File: config.mk
export PLATFORM = sky130hd
export DESIGN_NAME = br_resolve
export DESIGN_NICKNAME = d
export VERILOG_FILES = /design/src/rtl/br_pkg.sv /design/src/rtl/br_bht.sv /design/src/rtl/br_resolve.sv
export SDC_FILE = /design/constraint.sdc
export NUM_CORES = 1
export LEC_CHECK = 0
export CAP_MARGIN = 30
export CORE_ASPECT_RATIO = 0.7
export CORE_UTILIZATION = 45
export DETAILED_ROUTE_END_ITERATION = 16
export GPL_ROUTABILITY_DRIVEN = 0
export MAX_ROUTING_LAYER = met4
export PLACE_DENSITY = 0.95
export RECOVER_POWER = 25
export SLEW_MARGIN = 0
export SYNTH_ARGS = -nofsm -noshare
export SYNTH_HDL_FRONTEND = slang
export SYNTH_SLANG_ARGS = --single-unit
File: constraint.sdc
create_clock -name clk_i -period 5.7 [get_ports clk_i]
set_input_delay 1.71 -clock clk_i [delete_from_list [all_inputs] [get_ports clk_i]]
set_output_delay 1.71 -clock clk_i [all_outputs]
set_load 0.01 [all_outputs]
File: src/rtl/br_pkg.sv
// Shared branch-resolution types: funct3 encodings, 2-bit counter type,
// counter reset value and the saturating-counter helper.
package br_pkg;

  localparam logic [2:0] F3_BEQ  = 3'b000;
  localparam logic [2:0] F3_BNE  = 3'b001;
  localparam logic [2:0] F3_BLT  = 3'b100;
  localparam logic [2:0] F3_BGE  = 3'b101;
  localparam logic [2:0] F3_BLTU = 3'b110;
  localparam logic [2:0] F3_BGEU = 3'b111;

  typedef logic [1:0] ctr_t;

  localparam ctr_t CTR_SNT = 2'b00;
  localparam ctr_t CTR_WNT = 2'b01;
  localparam ctr_t CTR_WT  = 2'b10;
  localparam ctr_t CTR_ST  = 2'b11;
  localparam ctr_t CTR_RST = CTR_WNT;

  function automatic logic f3_legal(
    input logic [2:0] f3
  );
    return f3[2:1] != 2'b01;
  endfunction

  function automatic ctr_t ctr_next(
    input ctr_t c,
    input logic taken
  );
    ctr_t n;
    n = c;
    if (taken && c != CTR_ST) begin
      n = c + 2'd1;
    end else if (!taken && c != CTR_SNT) begin
      n = c - 2'd1;
    end
    return n;
  endfunction

endpackage

File: src/rtl/br_bht.sv
// Branch history table of 2-bit saturating counters.
// Ports: clk_i/rst_ni (sync active-low), rd_pc_i -> rd_taken_o
// (combinational, no bypass), wr_en_i/wr_pc_i/wr_taken_i update port.
module br_bht
  import br_pkg::*;
#(
  parameter int XLEN    = 32,
  parameter int ENTRIES = 64
) (
  input  logic            clk_i,
  input  logic            rst_ni,
  input  logic [XLEN-1:0] rd_pc_i,
  output logic            rd_taken_o,
  input  logic            wr_en_i,
  input  logic [XLEN-1:0] wr_pc_i,
  input  logic            wr_taken_i
);

  localparam int IW = $clog2(ENTRIES);

  ctr_t tbl [ENTRIES];

  logic [IW-1:0] rd_idx;
  logic [IW-1:0] wr_idx;

  assign rd_idx = rd_pc_i[IW+1:2];
  assign wr_idx = wr_pc_i[IW+1:2];

  assign rd_taken_o = tbl[rd_idx][1];

  always_ff @(posedge clk_i) begin
    if (!rst_ni) begin
      for (int i = 0; i < ENTRIES; i++) begin
        tbl[i] <= CTR_RST;
      end
    end else if (wr_en_i) begin
      tbl[wr_idx] <= ctr_next(tbl[wr_idx], wr_taken_i);
    end
  end

  logic unused_pc_bits;
  assign unused_pc_bits = ^{rd_pc_i[XLEN-1:IW+2], rd_pc_i[1:0],
                            wr_pc_i[XLEN-1:IW+2], wr_pc_i[1:0]};

endmodule

File: src/rtl/br_resolve.sv
// EX-stage branch resolution: outcome, flush/redirect, optional BHT
// predictor (BR_RESOLVE_BHT_EN) and branch/mispredict statistics.
module br_resolve
  import br_pkg::*;
#(
  parameter int XLEN        = 32,
  parameter int BHT_ENTRIES = 64
) (
  input  logic            clk_i,
  input  logic            rst_ni,
  input  logic [XLEN-1:0] if_pc_i,
  output logic            if_pred_taken_o,
  input  logic            ex_valid_i,
  input  logic            ex_stall_i,
  input  logic [XLEN-1:0] ex_pc_i,
  input  logic            ex_is_branch_i,
  input  logic            ex_is_jump_i,
  input  logic [2:0]      ex_funct3_i,
  input  logic            ex_pred_taken_i,
  input  logic            br_less_i,
  input  logic            br_equal_i,
  output logic            br_unsigned_o,
  output logic            ex_taken_o,
  output logic            flush_o,
  output logic            redirect_target_o,
  output logic [31:0]     br_count_o,
  output logic [31:0]     mispred_count_o
);

  logic cond;
  logic act;
  logic upd;

  assign br_unsigned_o = ex_funct3_i[1];

  always_comb begin
    cond = 1'b0;
    case (ex_funct3_i)
      F3_BEQ:           cond = br_equal_i;
      F3_BNE:           cond = !br_equal_i;
      F3_BLT, F3_BLTU:  cond = br_less_i;
      F3_BGE, F3_BGEU:  cond = !br_less_i;
      default:          cond = 1'b0;
    endcase
  end

  always_comb begin
    ex_taken_o = 1'b0;
    if (ex_is_jump_i) begin
      ex_taken_o = 1'b1;
    end else if (ex_is_branch_i) begin
      ex_taken_o = cond;
    end
  end

  assign act = ex_valid_i & !ex_stall_i;

  assign flush_o = act & (ex_is_jump_i |
                   (ex_is_branch_i & (ex_taken_o != ex_pred_taken_i)));

  assign redirect_target_o = flush_o & ex_taken_o;

  assign upd = act & ex_is_branch_i & !ex_is_jump_i
             & f3_legal(ex_funct3_i);

  always_ff @(posedge clk_i) begin
    if (!rst_ni) begin
      br_count_o      <= '0;
      mispred_count_o <= '0;
    end else if (upd) begin
      br_count_o <= br_count_o + 32'd1;
      if (flush_o) begin
        mispred_count_o <= mispred_count_o + 32'd1;
      end
    end
  end

`ifdef BR_RESOLVE_BHT_EN
  br_bht #(
    .XLEN    (XLEN),
    .ENTRIES (BHT_ENTRIES)
  ) u_bht (
    .clk_i      (clk_i),
    .rst_ni     (rst_ni),
    .rd_pc_i    (if_pc_i),
    .rd_taken_o (if_pred_taken_o),
    .wr_en_i    (upd),
    .wr_pc_i    (ex_pc_i),
    .wr_taken_i (ex_taken_o)
  );
`else
  assign if_pred_taken_o = 1'b0;

  logic unused_pc;
  assign unused_pc = ^{if_pc_i, ex_pc_i};
`endif

endmodule

==> results of run 1 <==
==> per-layer routing <==
metal / share of wire / vias to the layer above / track usage
met5: 0 / - / -
met4: 0.011 / 0 / 0.07460
met3: 0.045 / 9 / 0.05714
met2: 0.48 / 85 / 0.3758
met1: 0.47 / 1575 / 0.2889
li1: - / 1624 / -
==> cells by family (layout without fill, tap and decap cells) <==
group,after synthesis,in the layout,share of synthesized area
AOI/OAI and AO/OA,102,102,0.1866
and+or+nand+nor,172,172,0.3191
adders and majority gates,2,2,0.007679
muxes,2,2,0.006145
buffers and inverters,32,106,0.04570
xor gates and xnor gates,15,15,0.04032
other,1,1,0.001151
DFF,64,64,0.3932
==> worst register-to-register path, cell delays in order (launching register included) <==
cell,delay [ps]
dfxtp_1,390
nand4b_1,170
nor4_1,710
nand4_1,730
or4_1,690
a21oi_1,140
==> path summary, 6_finish.rpt <==
check	from	endpoint	slack [ps]	cells after the start
min	br_count_o[31]$_SDFFE_PN0P_	br_count_o[31]$_SDFFE_PN0P_	480	2
max	ex_funct3_i[0]	redirect_target_o	270	7
min reg2reg	br_count_o[31]$_SDFFE_PN0P_	br_count_o[31]$_SDFFE_PN0P_	480	2
max reg2reg	br_count_o[3]$_SDFFE_PN0P_	br_count_o[31]$_SDFFE_PN0P_	2810	5
==> flip-flops by register name (all words and copies together), names as in the netlist <==
name / flops
mispred_count_o: 32
br_count_o: 32
==> report_power, final <==
part	total (mW)	switching, mW	internal [mW]
logic	0.0602	0.0380	0.0222
registers	0.448	0.000604	0.447
clock network	0.403	0.179	0.224
==> final cells by class <==
cell class | instances | area, um^2 | share of cell area
Sequential cell | 64 | 1281 | 0.2989
Multi-Input combinational cell | 294 | 1822 | 0.4250
Timing Repair Buffer | 84 | 837.1 | 0.1953
Tap cell | 94 | 117.6 | 0.02744
Inverter | 6 | 22.52 | 0.005254
Clock inverter | 5 | 55.05 | 0.01284
Clock buffer | 11 | 151.4 | 0.03532
==> cells in the final DEF, fill, tap and decap left out, types with 2 or more instances in the layout <==
cell type        count
buf_4                3
and3_1               7
clkinv_2             2
nor2_1              19
and4_1               3
clkdlybuf4s50_1     50
nand4_1             21
a21oi_1             50
clkbuf_8            11
and2_1               3
o31ai_1             34
nand2_1             28
xnor2_1              3
mux2i_1              2
dlygate4sd3_1       29
inv_1                5
nand3_1             22
nand2b_1             4
o21ai_0             12
clkinvlp_4           2
xor2_1              11
nor4_1               3
nand4_2              2
or3_1               14
o21ai_1              3
dfxtp_1             64
o21bai_1             2
or4_1               34
ha_1                 2
nor3_1               3
==> qor.csv, run 1 <==
stage;metric;value;unit
status;outcome;finished, final reports clean;
pwr;Pleak;1.367;nW
grt;initial antenna violation count;0;
placed_design;Port Buf Inserts;79;
synth;FFs w/ async S/R, synth;0;
clock_tree;clk_lat worst skew;340;ps
placed_design;pre-CTS setup slack;260.5;ps
die;initial cell density of the core;0.4735;
timing;Fmax;184.3;MHz
clock_tree;Setup Fix Bufs, Post-CTS;0;
synth;synth warn;0;
grt;GRT Util Overall;0.2323;
timing;final setup margin;273.9;ps
worst_setup_path;Crit path required time;3990;ps
clock_tree;CTS tree;built;
worst_setup_path;delay-heaviest family, CP;buffers and inverters;
layout;area grow syn2layout;31.57;%
die;Die W;103.7;um
layout;Non-Filler Instances;558;
synth;dominant cell type by area after synthesis;dfxtp_1;
grt;grt total ovfl;0;
synth;Synth area leaders;dfxtp_1 39%, o31ai_1 7.8%, or4_1 7.8%;
timing;endpoints failing hold;0;
drt;final WL;8.467;mm
grt;pin count of the biggest net entering global routing;49;
synth;Syn Inst Count;390;
layout;Fillers;596;
drt;DRC Markers;0;
synth;EDFF count, synth;0;
synth;sequential fraction of the synthesis area;0.3932;
min_path;HP Class;flip-flop to flip-flop;
synth;Yosys top cell area share;0.3932;
layout;Final Core Density;0.6229;
worst_setup_path;Critical Path Max Stage Delay;580;ps
placed_design;Cell Area, Placed;4109;um^2
clock_tree;Root Driver;clkbuf_8;
worst_setup_path;Critical-path top delay cell;clkdlybuf4s50_1;
clock_tree;Clock Tree Buf Depth;2;
worst_setup_path;CP cell instances;clkdlybuf4s50_1 -> xor2_1 -> a22oi_2 -> xnor2_1 -> a21oi_1 -> nor3b_1 -> clkdlybuf4s50_1;
clock_tree;CTS Sinks;64;
timing;max-slew violation count;0;
synth;syn avg cell area;8.354;um^2
layout;nets;537;
synth;most frequent cell after synthesis;dfxtp_1;
grt;first-pass GRT wire length;13.74;mm
pwr;Final Total Pwr;911.2;uW
synth;most frequent cells after synthesis;64 x dfxtp_1, 50 x a21oi_1, 34 x o31ai_1, 34 x or4_1, 28 x nand2_1;
clock_tree;number of CTS-inserted buffers;9;
pwr;pwr/cell area;212.6;nW/um^2
placed_design;Inst Count DP;542;
timing;skew final;9.959;ps
die;Core Area;6882;um^2
synth;FF+latch count, synth;64;
timing;# setup viols final;0;
worst_setup_path;Worst EP arrival;3720;ps
grt;vias in the first global route;2895;
placed_design;dpl hpwl;5.904;mm
drt;Pre-antenna DRT Iters;4;
worst_setup_path;crit path max fanout;3;
layout;Antenna diodes;0;
die;std cell rows;25;
drt;DRC violation total after the first TritonRoute iteration;194;
drt;vias per cell;5.901;
die;area of the die;7590;um^2
drt;Avg WL per Cell;15.17;um
clock_tree;clock slew at reported path FFs;70;ps
timing;Least-Margin Pin Slew;819.8;ps
worst_setup_path;CP Launch Type;input port;
layout;layout cells sized above 1;0.06466;
die;Die Span Y;73.19;um
layout;design area;4287;um^2
worst_setup_path;Crit. End Element;primary output;
flow_run;Max-Cap Viols;0;
worst_setup_path;Worst Path Buf+Inv;2;
drt;Post-DRT Antenna Nets;0;
timing;RSZ-0062 raised after global routing;no;
timing;relative slew slack;0.4485;
timing;hold_ws;477.9;ps
pwr;peak supply drop;0.00009312;V
synth;Netlist cell types;41;
synth;synthesized cell area;3258;um^2
clock_tree;Post-CTS Hold Buffers;0;
worst_setup_path;worst setup path class;input port to primary output;
clock_tree;CTS resizes;0;
timing;Fin Setup TNS;0;ps
clock_tree;H-tree depth;3;
timing;Final min period;5426;ps
timing;Final period util;0.9519;
worst_setup_path;Crit path top cell by count;clkdlybuf4s50_1;
die;IO Count;145;
drt;total number of vias;3293;
synth;top_reg_cell synth;dfxtp_1;
synth;Mapped Nets;468;
No activity file was read; power rests on OpenSTA's default activity.
==> run 2, diff against run 1 <==
ABC_AREA = 1   (was default)
PLACE_DENSITY = 0.91   (was 0.95)
SLEW_MARGIN = 20   (was 0)
clock period = 6.45 ns   (was 5.7 ns; I/O delays follow)
==> qor.csv, run 2 <==
stage;metric;value;unit
status;outcome;finished, final reports clean;
timing;Final period util;0.8806;
worst_setup_path;CP Depth;10;
synth;most frequent cell after synthesis;nand2_1;
worst_setup_path;worst r2r src;mispred_count_o[0]$_SDFFE_PN0P_;
synth;Yosys top cell area share;0.3091;
clock_tree;clk_lat worst skew;330;ps
die;initial cell density of the core;0.4771;
synth;Synth area leaders;dfxtp_1 31%, nand2_1 23%, nor2_1 9.3%;
drt;final WL;11.82;mm
grt;GRT Util Overall;0.2609;
placed_design;Inst Count DP;874;
flow_run;Max-Cap Viols;0;
timing;Fmax;176.1;MHz
layout;commonest non-fill, non-tap cell in the layout;nand2_1;
synth;Netlist cell types;29;
min_path;hold_sp;br_count_o[31]$_SDFFE_PN0P_;
clock_tree;clock slew at reported path FFs;60;ps
clock_tree;Setup Fix Bufs, Post-CTS;0;
clock_tree;Clock Tree Buf Depth;2;
synth;syn avg cell area;5.973;um^2
worst_setup_path;worst setup path class;input port to primary output;
clock_tree;number of CTS-inserted buffers;9;
layout;layout cells sized above 1;0.05447;
pwr;internal cell power;759.5;uW
drt;DRC Markers;0;
grt;initial antenna violation count;0;
worst_setup_path;Crit. End Element;primary output;
synth;Mapped Nets;772;
clock_tree;Root Driver;clkbuf_16;
worst_setup_path;CP cell instances;clkdlybuf4s50_1 -> inv_1 -> nand2_1 -> nand3_1 -> nand2_1 -> o21ai_0 -> nor2_2 -> nor2_1 -> nor3b_1 -> clkdlybuf4s50_1;
synth;dominant cell type by area after synthesis;dfxtp_1;
grt;vias in the first global route;3830;
drt;Post-DRT Antenna Nets;0;
layout;nets;844;
synth;top_reg_cell synth;dfxtp_1;
synth;FF+latch count, synth;64;
pwr;sequential share of power;0.414;
worst_setup_path;crit path from;ex_funct3_i[0];
synth;synth warn;0;
worst_setup_path;Crit path required time;4510;ps
synth;EDFF count, synth;0;
worst_setup_path;Critical-path top delay cell;clkdlybuf4s50_1;
synth;FFs w/ async S/R, synth;0;
layout;area grow syn2layout;28.49;%
die;Die Span Y;82.30;um
layout;Fillers;813;
drt;Pre-antenna DRT Iters;5;
timing;RSZ-0062 raised after global routing;no;
drt;vias per cell;5.270;
timing;Fin Setup TNS;0;ps
pwr;Final Total Pwr;959.5;uW
layout;Final Core Density;0.6130;
drt;DRC violation total after the first TritonRoute iteration;417;
synth;Syn Inst Count;694;
timing;skew final;8.493;ps
die;Die W;116.7;um
drt;Avg WL per Cell;13.26;um
worst_setup_path;Reg-to-Reg End;mispred_count_o[12]$_SDFFE_PN0P_;
worst_setup_path;Critical Path Max Stage Delay;560;ps
pwr;Switching Fraction;0.2084;
pwr;pwr/cell area;180.1;nW/um^2
clock_tree;Post-CTS Hold Buffers;0;
worst_setup_path;delay-heaviest family, CP;buffers and inverters;
placed_design;dpl hpwl;8.525;mm
timing;hold_ws;497.9;ps
synth;sequential fraction of the synthesis area;0.3091;
worst_setup_path;r2r setup slk;4470;ps
worst_setup_path;crit path max fanout;3;
worst_setup_path;Worst Path Buf+Inv;3;
timing;Final min period;5680;ps
synth;synthesized cell area;4145;um^2
grt;pin count of the biggest net entering global routing;54;
synth;most frequent cells after synthesis;255 x nand2_1, 103 x nor2_1, 64 x dfxtp_1, 53 x nand3_1, 52 x a21oi_1;
die;area of the die;9606;um^2
pwr;switching power total;200.0;uW
timing;# setup viols final;0;
timing;endpoints failing hold;0;
layout;Antenna diodes;0;
pwr;Clk pwr share;0.545;
worst_setup_path;worst setup path end;redirect_target_o;
layout;biggest regs;br_count_o x32, mispred_count_o x32;
grt;first-pass GRT wire length;18.65;mm
worst_setup_path;Worst EP arrival;3750;ps
layout;Non-Filler Instances;891;
worst_setup_path;CP Launch Type;input port;
die;Core Area;8688;um^2
clock_tree;H-tree depth;3;
die;IO Count;145;
grt;grt total ovfl;0;
placed_design;Port Buf Inserts;79;
pwr;Gate power share;0.041;
worst_setup_path;reg2reg path depth;8;
die;std cell rows;28;
pwr;peak supply drop;0.0001111;V
clock_tree;CTS tree;built;
layout;commonest non-fill, non-tap cells in the layout;255 x nand2_1, 103 x nor2_1, 64 x dfxtp_1;
clock_tree;CTS Sinks;64;
clock_tree;CTS resizes;0;
drt;total number of vias;4696;
timing;Least-Margin Pin Slew;864.5;ps
min_path;HP Class;flip-flop to flip-flop;
pwr;Pleak;1.938;nW
timing;max-slew violation count;0;
timing;relative slew slack;0.4228;
==> run 2: cell count changes in the layout (fill, tap and decap cells not counted), sizes merged, moves of 5 or more <==
cell	before	now
nand2	28	261
nor2	20	113
inv	5	51
o31ai	34	0
or4	34	0
nand3	24	54
nand3b	0	20
nand4	23	7
or3	14	0
nor3	4	14
o21ai	15	8
and3	7	1
nand2b	5	0
==> run 2: stage by stage <==
stage,worst slack (ps),instance area [um^2]
after global placement,803.4,4991
after floorplan,1674,4145
after global routing,564.3,5326
after CTS,756.1,5306
after detailed placement,766.2,4991
final,769.9,5326
==> run 2: layer usage <==
metal / up-vias / share of wire / GRT usage
li1: 2360 / - / -
met1: 2102 / 0.48 / 0.3683
met2: 222 / 0.40 / 0.3586
met3: 12 / 0.11 / 0.08248
met4: 0 / 0.0093 / 0.05570
met5: - / 0 / -
==> run 2: cell type report <==
class | count | area [um^2] | share of cell area
tap | 120 | 150.1 | 0.02819
timing repair buffer | 82 | 825.8 | 0.1550
inverter | 51 | 191.4 | 0.03594
sequential | 64 | 1281 | 0.2405
clock buffer | 13 | 250.2 | 0.04698
clock inverter | 3 | 65.06 | 0.01222
multi-input combinational | 558 | 2562 | 0.4811
==> run 2: worst register-to-register path: stages, from the launching register on <==
cell,delay [ps]
dfxtp_1,500
ha_1,330
inv_1,100
nor2_4,180
inv_1,60
nor2_1,310
xor2_1,180
nand3_1,90
a21oi_1,160
==> run 2: kinds of logic after synthesis <==
logic type | after synthesis | synth area share
xor+xnor | 18 | 0.03803
flops | 64 | 0.3091
fa+ha+maj | 2 | 0.006036
simple gates | 475 | 0.4971
buf+inv | 72 | 0.07274
other cells | 1 | 0.0009047
compound gates | 62 | 0.07606
==> run 2: worst min path at each step <==
stage                     slack, ps                          end  depth (start not counted)
after detailed placement        480  br_count_o[31]$_SDFFE_PN0P_                          2
after CTS                       500  br_count_o[31]$_SDFFE_PN0P_                          2
after global routing            530   br_count_o[5]$_SDFFE_PN0P_                          2
after floorplan                 510  br_count_o[31]$_SDFFE_PN0P_                          2
final                           500  br_count_o[31]$_SDFFE_PN0P_                          2
after global placement          480  br_count_o[31]$_SDFFE_PN0P_                          2
==> run 2: power groups by stage <==
stage / Combinational (mW) / Clock (mW) / Sequential (mW)
detailed placement: 0.0379 / 0 / 0.405
floorplan: 0.0231 / 0 / 0.405
global placement: 0.0373 / 0 / 0.405
global route: 0.0434 / 0.545 / 0.397
finish: 0.0397 / 0.523 / 0.397
CTS: 0.0380 / 0.528 / 0.397
==> run 3, diff against run 2 <==
CORE_UTILIZATION = 35   (was 45)
GPL_TIMING_DRIVEN = 0   (was default)
PLACE_DENSITY = 0.76   (was 0.91)
==> qor.csv, run 3 (synthesized netlist as in run 2, its figures left out) <==
stage;metric;value;unit
clock_tree;clk_lat worst skew;340;ps
layout;layout cells sized above 1;0.06844;
pwr;Switching Fraction;0.2178;
flow_run;Max-Cap Viols;0;
worst_setup_path;Worst Path Buf+Inv;3;
pwr;switching power total;215.1;uW
clock_tree;CTS resizes;0;
clock_tree;Root Driver;clkbuf_16;
timing;Final min period;5936;ps
layout;Fillers;1139;
clock_tree;CTS Sinks;64;
worst_setup_path;Critical-path top delay cell;clkdlybuf4s50_1;
layout;area grow syn2layout;31.48;%
layout;design area;5450;um^2
timing;max-slew violation count;0;
clock_tree;H-tree depth;3;
die;Core Area;11250;um^2
placed_design;Inst Count DP;926;
grt;GRT Util Overall;0.2169;
worst_setup_path;Crit path required time;4510;ps
drt;Pre-antenna DRT Iters;5;
grt;vias in the first global route;4075;
drt;vias per cell;5.086;
clock_tree;number of CTS-inserted buffers;9;
timing;Final period util;0.9203;
layout;commonest non-fill, non-tap cells in the layout;255 x nand2_1, 103 x nor2_1, 64 x dfxtp_1;
pwr;peak supply drop;0.0001361;V
grt;initial antenna violation count;0;
layout;nets;862;
drt;Post-DRT Antenna Nets;0;
worst_setup_path;reg2reg path depth;8;
drt;final WL;12.68;mm
clock_tree;clock slew at reported path FFs;60;ps
timing;Least-Margin Pin Slew;506.3;ps
clock_tree;Setup Fix Bufs, Post-CTS;0;
clock_tree;Post-CTS Hold Buffers;0;
layout;Antenna diodes;0;
timing;relative slew slack;0.6599;
worst_setup_path;Worst EP arrival;4000;ps
worst_setup_path;CP cell instances;clkdlybuf4s50_1 -> inv_1 -> nand2_1 -> nand3_1 -> nand2_1 -> o21ai_0 -> nor2_2 -> nor2_1 -> nor3b_1 -> clkdlybuf4s50_1;
pwr;sequential share of power;0.402;
die;initial cell density of the core;0.3684;
die;Die W;132.1;um
layout;Non-Filler Instances;942;
grt;first-pass GRT wire length;20.55;mm
timing;skew final;9.114;ps
drt;total number of vias;4791;
worst_setup_path;Crit. End Element;primary output;
worst_setup_path;Critical Path Max Stage Delay;560;ps
timing;RSZ-0062 raised after global routing;no;
layout;commonest non-fill, non-tap cell in the layout;nand2_1;
pwr;pwr/cell area;181.3;nW/um^2
worst_setup_path;CP Depth;10;
die;IO Count;145;
die;Die Span Y;93.05;um
grt;pin count of the biggest net entering global routing;12;
pwr;Pleak;1.985;nW
worst_setup_path;worst r2r src;br_count_o[0]$_SDFFE_PN0P_;
timing;endpoints failing hold;0;
drt;Avg WL per Cell;13.46;um
grt;grt total ovfl;0;
worst_setup_path;worst setup path class;input port to primary output;
worst_setup_path;crit path max fanout;6;
placed_design;Cell Area, Placed;5127;um^2
timing;# setup viols final;0;
pwr;internal cell power;772.8;uW
min_path;HP Class;flip-flop to flip-flop;
layout;biggest regs;br_count_o x32, mispred_count_o x32;
placed_design;Port Buf Inserts;79;
timing;Fin Setup TNS;0;ps
die;area of the die;12290;um^2
pwr;Clk pwr share;0.555;
timing;Fmax;168.5;MHz
clock_tree;CTS tree;built;
clock_tree;Clock Tree Buf Depth;2;
pwr;Gate power share;0.044;
drt;DRC violation total after the first TritonRoute iteration;520;
worst_setup_path;CP Launch Type;input port;
min_path;hold_sp;br_count_o[31]$_SDFFE_PN0P_;
status;outcome;finished, final reports clean;
placed_design;dpl hpwl;9.660;mm
drt;DRC Markers;0;
die;std cell rows;32;
worst_setup_path;delay-heaviest family, CP;buffers and inverters;
min_path;Hold Crit Depth;2;
worst_setup_path;crit path from;ex_funct3_i[0];
[run 3: cell count changes in the layout (fill, tap and decap cells not counted), sizes merged]
cell and change:
clkinvlp +1, dlygate4sd3 -2, clkdlybuf4s50 +2, clkbuf +5
buf +12
[run 3: stage by stage]
stage / total power [mW] / utilization / setup slack, ps / hold slack (ps)
6_report: 0.9880 / 0.4844 / 513.8 / 493.4
2_1_floorplan: 0.4284 / - / 1674 / 506.9
3_5_place_dp: 0.4482 / 0.4557 / 558.2 / 484.1
5_1_grt: 1.015 / 0.4844 / 315.4 / 513.6
3_3_place_gp: 0.4479 / 0.4557 / 574.0 / 483.3
4_1_cts: 0.9930 / 0.4853 / 546.1 / 492.7
[run 3: cell type report]
class                   instances  area, um^2  share of cell area
plain buffers                  21       110.1             0.02020
clock buffers                  12       256.5             0.04706
clock inverters                 4       76.32             0.01400
inverters                      51       191.4             0.03512
multi-input cells             558        2552              0.4683
flip-flops and latches         64        1281              0.2351
well taps                     153       191.4             0.03512
repair buffers                 79       790.8              0.1451
[run 3: routing by layer]
layer	GRT usage	vias to the layer above	wire (um)
met5	-	-	0
met4	0.05426	0	112
met3	0.06396	16	1436
met2	0.2875	233	4906
met1	0.3132	2157	6226
li1	-	2385	-
[run 3: worst paths after layout]
path / endpoint / slack [ps]
max reg2reg: br_count_o[24]$_SDFFE_PN0P_ / 4420
min reg2reg: br_count_o[31]$_SDFFE_PN0P_ / 490
min: br_count_o[31]$_SDFFE_PN0P_ / 490
max: redirect_target_o / 510
[run 3: worst reg2reg max path, stage by stage (launching register included)]
cell	delay (ps)
dfxtp_1	490
ha_1	290
inv_1	100
nor2_1	160
nand3_1	130
nor3_1	450
nand4_1	150
nand2_1	100
nor2_1	40
[run 3: power by group through the flow]
stage	Combinational (mW)	Clock, mW	Sequential, mW
after floorplan	0.0231	0	0.405
after detailed placement	0.0429	0	0.405
after global routing	0.0473	0.571	0.397
after CTS	0.0432	0.553	0.397
after global placement	0.0426	0	0.405
final	0.0430	0.548	0.397
==> patch: new RTL, settings of run 2 <==
Add a define of `BR_RESOLVE_BHT_EN`.
--- a/src/rtl/br_resolve.sv
+++ b/src/rtl/br_resolve.sv
@@ -1,4 +1,6 @@
 // EX-stage branch resolution: outcome, flush/redirect, optional BHT
 // predictor (BR_RESOLVE_BHT_EN) and branch/mispredict statistics.
+`define BR_RESOLVE_BHT_EN
+
 module br_resolve
   import br_pkg::*;
Formal check against the unedited RTL: not equivalent (a bounded check fails within 4 cycles, from zero or initial values and one cycle with rst_ni low).
==> patch against run 2 <==
Worst hold slack worse by 0.0029 ns. Clock power up 99%. Maximum frequency is 8.0% lower. Setup slack lost 0.50 ns. Design area is 140% higher. Die area rose to 2.7 times the old value. Routed wire length rose to 2.7 times the old value. Combinational power rose to 8.9 times the old value. Sequential cell count increased by 128. Total power increased to 2.8 times the old value. Area after synthesis increased to 2.7 times the old value. Critical path type unchanged. Largest cell class is now registers.
==> patch: results (changes against run 2) <==
* Hold Path End: br_count_o[8]
* Largest net degree at the start of global routing at 89 (+65%)
* Clock slew at reported path FFs at 0.08 ns (+0.02 ns)
* Logic inverters at 188 (+270%)
* GR Util met2 at 37.0% (+1.1 points)
* Capturing point of the worst reg2reg path: u_bht.tbl[14][0]
* Status: finished clean
* Post-synthesis sequential area ratio at 45.8% (+15 points)
* Number of fill cells at 2111 (+160%)
* Final nets at 1711 (+100%)
* Synth top cells by count: nand2_1, nor2_1, inv_1
* Pre-Repair DR Iteration Count at 6 (+1)
* Placed insts at 1929 (+120%)
* CP Max Fanout at 24 (+21)
* Worst-skew pair later-pin latency at 0.44 ns (+0.11 ns)
* Power Density at 211 nW/um^2 (+17%)
* Biggest regs: u_bht.tbl (128), br_count_o (32), mispred_count_o (32)
* Number of global-route vias before repair at 9832 (+160%)
* Flop pwr share at 48.8% (+7.4 points)
* Layout Skew at 0.0131 ns (+0.00461 ns)
* Worst path max stage delay at 0.53 ns (-0.03 ns)
* WL met2 at 13800 um (+190%)
* Max transition margin at 21.5% (-21 points)
* Sequential standard cell area at 5120 um^2 (+300%)
* Met1 Usage GRT at 35.2% (-1.7 points)
* WL met3 at 4910 um (+270%)
* Via density per instance at 5.61 (+6.5%)
patch: changes by cell type in the layout (fill, tap and decap cells not counted), sizes merged, moves of 32 or more:
cell         delta
nand2         +219
inv           +143
nor2          +139
edfxtp        +128
o21ai          +60
nand3          +51
dlygate4sd3    +32
patch: kinds of logic after synthesis:
group	after synthesis	synth area share, %
and+or+nand+nor	919	33.7
buffers and inverters	259	9.73
DFF	192	45.8
AOI/OAI and AO/OA	162	7.84
xor gates and xnor gates	33	2.58
adders and majority gates	4	0.447
patch: worst max-delay path by stage:
stage / start / endpoint / slack (ns) / cells past startpoint
2_1_floorplan: ex_funct3_i[0] / redirect_target_o / 1.50 / 8
3_3_place_gp: if_pc_i[2] / if_pred_taken_o / 0.42 / 10
3_5_place_dp: if_pc_i[2] / if_pred_taken_o / 0.44 / 10
4_1_cts: if_pc_i[2] / if_pred_taken_o / 0.40 / 10
5_1_grt: if_pc_i[2] / if_pred_taken_o / 0.24 / 10
6_report: if_pc_i[2] / if_pred_taken_o / 0.27 / 10
